`src/rtl/sump_cmd_decoder.sv`:
```
// SUMP host-protocol byte decoder: short opcodes pulse a strobe, long opcodes collect a 4-byte payload.
// Optional idle abort between payload bytes is enabled by defining SUMP_CMD_TIMEOUT_EN.
module sump_cmd_decoder #(
  parameter int unsigned TIMEOUT = 100000
) (
  input  logic        clk_i,
  input  logic        rst_in,
  input  logic [7:0]  rx_data_i,
  input  logic        rx_stb_i,
  output logic [31:0] cmd_o,
  output logic [1:0]  stg_o,
  output logic        set_mask_o,
  output logic        set_val_o,
  output logic        set_cfg_o,
  output logic        div_o,
  output logic        cnt_o,
  output logic        flgs_o,
  output logic        sftrst_o,
  output logic        arm_o,
  output logic        id_o,
  output logic        meta_o,
  output logic        busy_o
);

  typedef enum logic [2:0] {IDLE, P0, P1, P2, P3} state_e;

  typedef enum int unsigned {
    S_MASK, S_VAL, S_CFG, S_DIV, S_CNT, S_FLGS, S_SFTRST, S_ARM, S_ID, S_META, S_NUM
  } strobe_e;

  if (TIMEOUT < 2) begin : g_timeout_range
    $error("sump_cmd_decoder: TIMEOUT must be >= 2");
  end

  state_e          state_q, state_d;
  logic [7:0]      opcode_q, opcode_d;
  logic [23:0]     shadow_q, shadow_d;
  logic [31:0]     cmd_q, cmd_d;
  logic [1:0]      stg_q, stg_d;
  logic [S_NUM-1:0] strobe_q, strobe_d;
  logic            busy_q, busy_d;

`ifdef SUMP_CMD_TIMEOUT_EN
  localparam int unsigned TW = $clog2(TIMEOUT + 1);
  logic [TW-1:0] tmo_cnt_q, tmo_cnt_d;
`endif

  // State register
  always_ff @(posedge clk_i or negedge rst_in) begin
    if (!rst_in) begin
      state_q   <= IDLE;
      opcode_q  <= '0;
      shadow_q  <= '0;
      cmd_q     <= '0;
      stg_q     <= '0;
      strobe_q  <= '0;
      busy_q    <= 1'b0;
`ifdef SUMP_CMD_TIMEOUT_EN
      tmo_cnt_q <= '0;
`endif
    end else begin
      state_q   <= state_d;
      opcode_q  <= opcode_d;
      shadow_q  <= shadow_d;
      cmd_q     <= cmd_d;
      stg_q     <= stg_d;
      strobe_q  <= strobe_d;
      busy_q    <= busy_d;
`ifdef SUMP_CMD_TIMEOUT_EN
      tmo_cnt_q <= tmo_cnt_d;
`endif
    end
  end

  // Next-state logic
  always_comb begin
    state_d  = state_q;
    opcode_d = opcode_q;
    shadow_d = shadow_q;
`ifdef SUMP_CMD_TIMEOUT_EN
    tmo_cnt_d = '0;
`endif
    if (rx_stb_i) begin
      unique case (state_q)
        IDLE: begin
          if (rx_data_i[7]) begin
            opcode_d = rx_data_i;
            state_d  = P0;
          end
        end
        P0: begin
          shadow_d[7:0] = rx_data_i;
          state_d       = P1;
        end
        P1: begin
          shadow_d[15:8] = rx_data_i;
          state_d        = P2;
        end
        P2: begin
          shadow_d[23:16] = rx_data_i;
          state_d         = P3;
        end
        P3:      state_d = IDLE;
        default: state_d = IDLE;
      endcase
`ifdef SUMP_CMD_TIMEOUT_EN
    end else if (state_q != IDLE) begin
      // An arriving byte always takes precedence, so the abort only fires on idle cycles.
      if (tmo_cnt_q == TW'(TIMEOUT - 1)) begin
        state_d = IDLE;
      end else begin
        tmo_cnt_d = tmo_cnt_q + TW'(1);
      end
`endif
    end
  end

  // Output logic
  always_comb begin
    strobe_d = '0;
    cmd_d    = cmd_q;
    stg_d    = stg_q;
    busy_d   = (state_d != IDLE);
    if (rx_stb_i && state_q == IDLE) begin
      unique case (rx_data_i)
        8'h00:   strobe_d[S_SFTRST] = 1'b1;
        8'h01:   strobe_d[S_ARM]    = 1'b1;
        8'h02:   strobe_d[S_ID]     = 1'b1;
        8'h04:   strobe_d[S_META]   = 1'b1;
        default: strobe_d           = '0;
      endcase
    end else if (rx_stb_i && state_q == P3) begin
      unique case (opcode_q)
        8'h80:   strobe_d[S_DIV]  = 1'b1;
        8'h81:   strobe_d[S_CNT]  = 1'b1;
        8'h82:   strobe_d[S_FLGS] = 1'b1;
        8'hC0, 8'hC4, 8'hC8, 8'hCC: strobe_d[S_MASK] = 1'b1;
        8'hC1, 8'hC5, 8'hC9, 8'hCD: strobe_d[S_VAL]  = 1'b1;
        8'hC2, 8'hC6, 8'hCA, 8'hCE: strobe_d[S_CFG]  = 1'b1;
        default: strobe_d = '0;
      endcase
      if (strobe_d != '0) begin
        cmd_d = {rx_data_i, shadow_q};
        stg_d = opcode_q[3:2];
      end
    end
  end

  assign cmd_o      = cmd_q;
  assign stg_o      = stg_q;
  assign busy_o     = busy_q;
  assign set_mask_o = strobe_q[S_MASK];
  assign set_val_o  = strobe_q[S_VAL];
  assign set_cfg_o  = strobe_q[S_CFG];
  assign div_o      = strobe_q[S_DIV];
  assign cnt_o      = strobe_q[S_CNT];
  assign flgs_o     = strobe_q[S_FLGS];
  assign sftrst_o   = strobe_q[S_SFTRST];
  assign arm_o      = strobe_q[S_ARM];
  assign id_o       = strobe_q[S_ID];
  assign meta_o     = strobe_q[S_META];

endmodule

```
`config.mk`:
```
export PLATFORM = sky130hd
export DESIGN_NAME = sump_cmd_decoder
export DESIGN_NICKNAME = d
export VERILOG_FILES = /design/src/rtl/sump_cmd_decoder.sv
export SDC_FILE = /design/constraint.sdc
export NUM_CORES = 1
export LEC_CHECK = 0
export ABC_AREA = 0
export CAP_MARGIN = 20
export CELL_PAD_IN_SITES_DETAIL_PLACEMENT = 1
export CELL_PAD_IN_SITES_GLOBAL_PLACEMENT = 1
export CORE_MARGIN = 5
export CORE_UTILIZATION = 47
export CTS_CLUSTER_SIZE = 25
export DETAILED_ROUTE_END_ITERATION = 8
export GPL_TIMING_DRIVEN = 0
export PLACE_DENSITY = 0.9
export SETUP_SLACK_MARGIN = 0.5
export SLEW_MARGIN = 20
export SYNTH_ARGS = -nofsm -noshare
export SYNTH_HDL_FRONTEND = slang
export SYNTH_SLANG_ARGS = --single-unit
```
`constraint.sdc`:
```
create_clock -name clk_i -period 3.6 [get_ports clk_i]
set_input_delay 1.08 -clock clk_i [delete_from_list [all_inputs] [get_ports clk_i]]
set_output_delay 1.08 -clock clk_i [all_outputs]
set_load 0.02 [all_outputs]
```
* After elaboration in Yosys (flattened, before gate mapping)
Index checks and enable logic that the tools add are counted.
** Word-level totals
- Register bits after elaboration :: 80
- Input bits :: 11
- Output and inout port bits :: 45
- Word-level logic and storage cells :: 75
** Cells by class
- Equality and inequality tests :: 22
- Muxes and demuxes :: 29
- Bitwise logic cells :: 1
- Reduce and logical (&&, ||, !) cells :: 14
** Operators with widths (count)
- equality test 8 bit (second input constant) :: 15
- 2-to-1 mux 1 bit :: 22
- 2-to-1 mux 10 bit :: 2
- case mux 3 bit (4 select lines) :: 1
- OR reduction 4 bit :: 3
- nonzero test 10 bit :: 1
- equality test 8 x 1 -> 1 bit (second input constant) :: 1
- equality test 8 x 2 -> 1 bit (second input constant) :: 1
- equality test 8 x 3 -> 1 bit (second input constant) :: 1
- logical NOT 8 bit :: 1
- 2-to-1 mux 4 bit :: 2
- equality test 3 x 2 -> 1 bit (second input constant) :: 2
- 2-to-1 mux 3 bit :: 2
- AND reduction 2 bit :: 3
- AND reduction 3 bit :: 2
- equality test 3 x 1 -> 1 bit (second input constant) :: 1
- equality test 3 bit (second input constant) :: 1
- logical NOT 3 bit :: 1
- nonzero test 3 bit :: 1
- logical AND 1 bit :: 2
- inverter 1 bit :: 1

* Logic depth before layout (Yosys ltp)
- Depth in word-level cells :: 7
- Depth in mapped cells :: 5
- Mapped depth without buffers :: 3

* Worst setup path before layout
OpenSTA, ideal clock, no wires.
- Path kind :: in2reg
- Start :: in rx_stb_i
- End :: reg cmd_q[0], in the netlist cmd_o[0]
- Library setup time :: 0.125 ns
- Arrival :: 2.144 ns
- Required time :: 3.475 ns
- Setup slack :: 1.331 ns
- Stages on the path :: 5
- Path buffers :: 2
- Path through :: buf_2 -> and4bb_4 -> o2111ai_4 -> buf_6 -> mux2_4
** Between the ends
- Word-level cells in the longest chain between the ends :: 3
- Elaborated cells between the ends (all ways) :: 4
- Those cells by class :: 1 x bitwise; 3 x reduce/logical
** RTL lines
- from (decl) :: RTL line 9 : input logic rx_stb_i,
- logical AND 1 bit :: RTL line 124 : if (rx_stb_i && state_q == IDLE) begin
- inverter 1 bit (no line)
- AND reduction 3 bit (no line) *
- to (signal assigned) :: RTL line 65 : cmd_q <= cmd_d;
- to (decl) :: RTL line 38 : logic [31:0] cmd_q, cmd_d;
Mark *: on every way between the ends. The rest lies on a longest branch, timed or not.
A chain may end at the register's enable or synchronous reset.

* Final worst setup path
- Start :: in rx_data_i[4]
- End :: reg strobe_q[9]
** Between the ends
- Word-level cells in the longest chain between the ends :: 3
** RTL lines
- from (decl) :: RTL line 8 : input logic [7:0] rx_data_i,
- equality test 8 x 3 -> 1 bit :: RTL line 125 : unique case (rx_data_i)
- 2-to-1 mux 1 bit :: RTL line 125
- 2-to-1 mux 10 bit :: RTL line 124
- net strobe_d[9] :: RTL line 40 : logic [S_NUM-1:0] strobe_q, strobe_d;
- to (signal assigned) :: RTL line 67 : strobe_q <= strobe_d;
- to (decl) :: RTL line 40
The timed path passes the listed nets, and every way through them passes these cells.

==> results.rst <==
.. list-table::
   :header-rows: 1

   * - Metric
     - Value
   * - Final max-slew violation count
     - 0
   * - Post-cts resize count
     - 0
   * - Measured slew at the worst slew-check pin
     - between 500 and 600 ps
   * - Average cell area after synthesis
     - between 15 and 20 um2
   * - Number of storage elements in the synthesis netlist
     - 80
   * - Final period utilization
     - 0.6921
   * - Leak Pwr
     - 1.887 nW
   * - Core area
     - between 0.006 and 0.007 mm2
   * - Post-synthesis instance area
     - between 0.003 and 0.004 mm2
   * - Pre-CTS setup slack
     - about 800 ps
   * - Result of the run
     - finished clean
   * - Root buf cell
     - clkbuf_8
   * - Post-synthesis share of cell area spent on xor and xnor gates
     - 0
   * - Height of the die
     - approximately 90 um
   * - VDD IR max
     - roughly 0.23 mV
   * - Overall routed net length
     - 7292 um
   * - RSZ-0062 raised after global routing
     - false
   * - FFs w/ async S/R, synth
     - 1.000
   * - Type of destination of the critical path
     - register
   * - Clock-pin slew of the registers on the worst-case setup and hold paths
     - ~80 ps
   * - Ys flop type
     - dfrtp_1
   * - Largest driver fanout on the critical path
     - 6
   * - Number of synthesized flops with an enable pin
     - 0
   * - Headroom to the max-slew limit
     - 0.6067
   * - Number of nets in the layout
     - around 270
   * - MaxCap Viol Count
     - 0
   * - Number of clock buffers inserted by TritonCTS
     - 9
   * - Cell area after placement
     - 0.003856 mm2
   * - Global routing usage summed across all routing layers
     - 0.1841
   * - Post-DP HPWL
     - between 5000 and 6000 um
   * - Fraction of the mapped netlist area in adder cells
     - 0
   * - Clock tree from TritonCTS
     - done
   * - Area growth from synthesis to final layout
     - 26.22%
   * - Highest clock rate
     - around 0.4 GHz
   * - Yosys top cell by area
     - dfrtp_1
   * - Sort of element at the start of the critical path
     - input port
   * - Share of total power in the clock network
     - 0.240
   * - Fraction of layout instances using a drive strength above 1
     - 0.3523
   * - Shortest period the worst path allows
     - between 2000 and 2500 ps
   * - Maximum clock path buffer count
     - 2
   * - Data required time of the worst path
     - roughly 3800 ps
   * - Post-layout total power
     - around 3 mW
   * - Mux cell area share after synthesis
     - 0.2653
   * - Clock skew after layout
     - between 10 and 15 ps
   * - Via/cell ratio
     - between 5 and 6
   * - Internal power component
     - 2.051 mW
   * - Switch share
     - 0.3033
   * - IO Count
     - 56
   * - Post-route DRC
     - 0
   * - H-tree level count
     - 3
   * - Top cells by area, synth
     - dfrtp_1, mux2_4, mux2_2, buf_6, nor3b_4
   * - Die X-Extent
     - 92.78 um
   * - Dominant combinational cell family by area after synthesis
     - multiplexers
   * - Fraction of the mapped netlist area in compound gates
     - 0.01787
   * - Power per cell area
     - 724.1 mW/mm2
   * - Yosys top cell area share
     - 0.6216
   * - Pin count of the biggest net entering global routing
     - 54
   * - Arrival time at the worst endpoint
     - approximately 2700 ps
   * - Sequential area share after synthesis
     - 0.6216
   * - WL/cell
     - roughly 21 um
   * - Via count of the first global-routing pass
     - roughly 2100
   * - Overflow after GRT
     - 0
   * - Setup CP Type
     - input port to register
   * - Area fraction in and, or, nand and nor cells after synthesis
     - 0.06915
   * - Starting density of the core
     - 0.4793
   * - Netlist cell types
     - 29
   * - IO buf count
     - a little over 50
   * - Power share of the sequential group
     - 0.461
   * - Comb pwr share
     - 0.299
   * - Site Rows
     - 30
   * - Warning count from the yosys run
     - 0
   * - Clock Latency Late Sink
     - between 300 and 400 ps
   * - Die area
     - about 0.0086 mm2
   * - # setup viols final
     - 0
   * - Sw power
     - ~900 uW
   * - Vias
     - 1866
   * - Clock net sink count
     - 80
   * - Count of antenna diodes in the layout
     - 0
   * - Syn nets
     - roughly 210
   * - Hold violation count in the final report
     - 0
   * - Worst min-delay path category
     - register to register
   * - Weighted congestion reported at the end of routability-driven placement
     - between 0.6 and 0.7
   * - Instance count of the mapped netlist
     - 197
   * - Number of antenna violations at the first check in global routing
     - 0
   * - Post-detailed-route count of antenna-violating nets
     - 0
   * - Final cell utilization of the core
     - 0.6050
   * - Worst Slack Setup Final
     - around 1100 ps
   * - CTS Hold Bufs
     - 0
   * - Post-route cell area
     - ~0.0041 mm2
   * - Drt first-iter violations
     - 70
   * - Wire length of the first global-routing pass
     - ~12000 um
   * - Post-CTS setup buffer count
     - 0
   * - DRT Pass-1 Iters
     - 4
[flip-flops by register name, indices dropped and copies added, names as in the netlist]
register,count
strobe_q,10
state_q,3
opcode_q,8
stg_o,2
busy_o,1
shadow_q,24
cmd_o,32
[final cells by class]
cell class                 instances  area (um2)
buffer                            11       76.32
clock buffer                      10       127.6
clock inverter                     5       81.33
fill                             628        2654
inverter                           2       7.507
multi-input combinational        104        1135
sequential                        80        2002
tap                               80       100.1
timing repair buffer              52       535.5
[layer usage]
metal | part of all wire | wire (um) | up-vias | GRT usage
met5 | 0 | 0 | - | 0
met1 | 0.43 | 3154 | 984 | 0.2269
met4 | 0.013 | 94 | 0 | 0.05617
met2 | 0.51 | 3753 | 45 | 0.3197
met3 | 0.040 | 289 | 10 | 0.04305
li1 | - | - | 827 | -
[path summary, 6_finish.rpt]
check / slack, ps / startpoint / depth (start not counted) / endpoint
setup / recovery: 1110 / rx_data_i[4] / 4 / strobe_q[9]
hold / removal: 480 / opcode_q[7] / 1 / opcode_q[7]
setup reg to reg: 1850 / state_q[1] / 5 / cmd_o[7]
hold reg to reg: 480 / opcode_q[7] / 1 / opcode_q[7]
max in group asynchronous: 2360 / rst_in / 2 / opcode_q[7]
min in group asynchronous: 650 / rst_in / 1 / cmd_o[21]
[stage by stage]
stage / setup TNS, ps / instances / hold slack, ps
3_5_place_dp: 0 / 329 / 464.1
6_report: 0 / 344 / 484.3
5_1_grt: 0 / 344 / 520.8
4_1_cts: 0 / 344 / 482.8
3_3_place_gp: -96960 / 328 / 449.8
2_1_floorplan: 0 / 197 / 435.6
[critical path, cell delays in order]
cell	delay [ps]
clkdlybuf4s50_1	590
nor4_1	460
nand4b_1	240
nor3b_1	350
[power by group through the flow]
stage,Sequential [mW],Combinational [mW],Clock [mW]
final,1.36,0.881,0.705
after global routing,1.40,0.946,0.764
after CTS,1.36,0.896,0.722
after detailed placement,1.37,0.883,0
after global placement,1.34,0.833,0
after floorplan,1.41,0.499,0
[cell usage in the layout (no fill, tap or decap), drive strengths merged, types with 3 or more instances in the layout]
| cell type | n |
|---|---|
| mux2 | 65 |
| buf | 12 |
| clkdlybuf4s50 | 50 |
| inv | 3 |
| nor4 | 3 |
| dfrtp | 80 |
| nand2 | 3 |
| nor2 | 6 |
| nand3b | 3 |
| clkbuf | 11 |
| nor3b | 4 |
[cell usage after synthesis (2+ instances only)]
cell type / n
o21ai_0: 2
mux2_2: 35
nor2_1: 6
nor3_1: 2
buf_1: 2
dfrtp_1: 80
nor3b_4: 2
nand2b_1: 2
nand3b_1: 3
mux2_4: 30
nand4b_1: 2
nand3_1: 2
buf_6: 4
buf_2: 4
nand2_1: 3
inv_1: 2
nor3b_1: 2
nor4_1: 3
[logic make-up after synthesis]
kind of cell,count (synthesis)
simple gates,32
compound gates,6
buf+inv,13
mux,66
flops,80
Note: power is estimated with default switching activity, not from simulation.
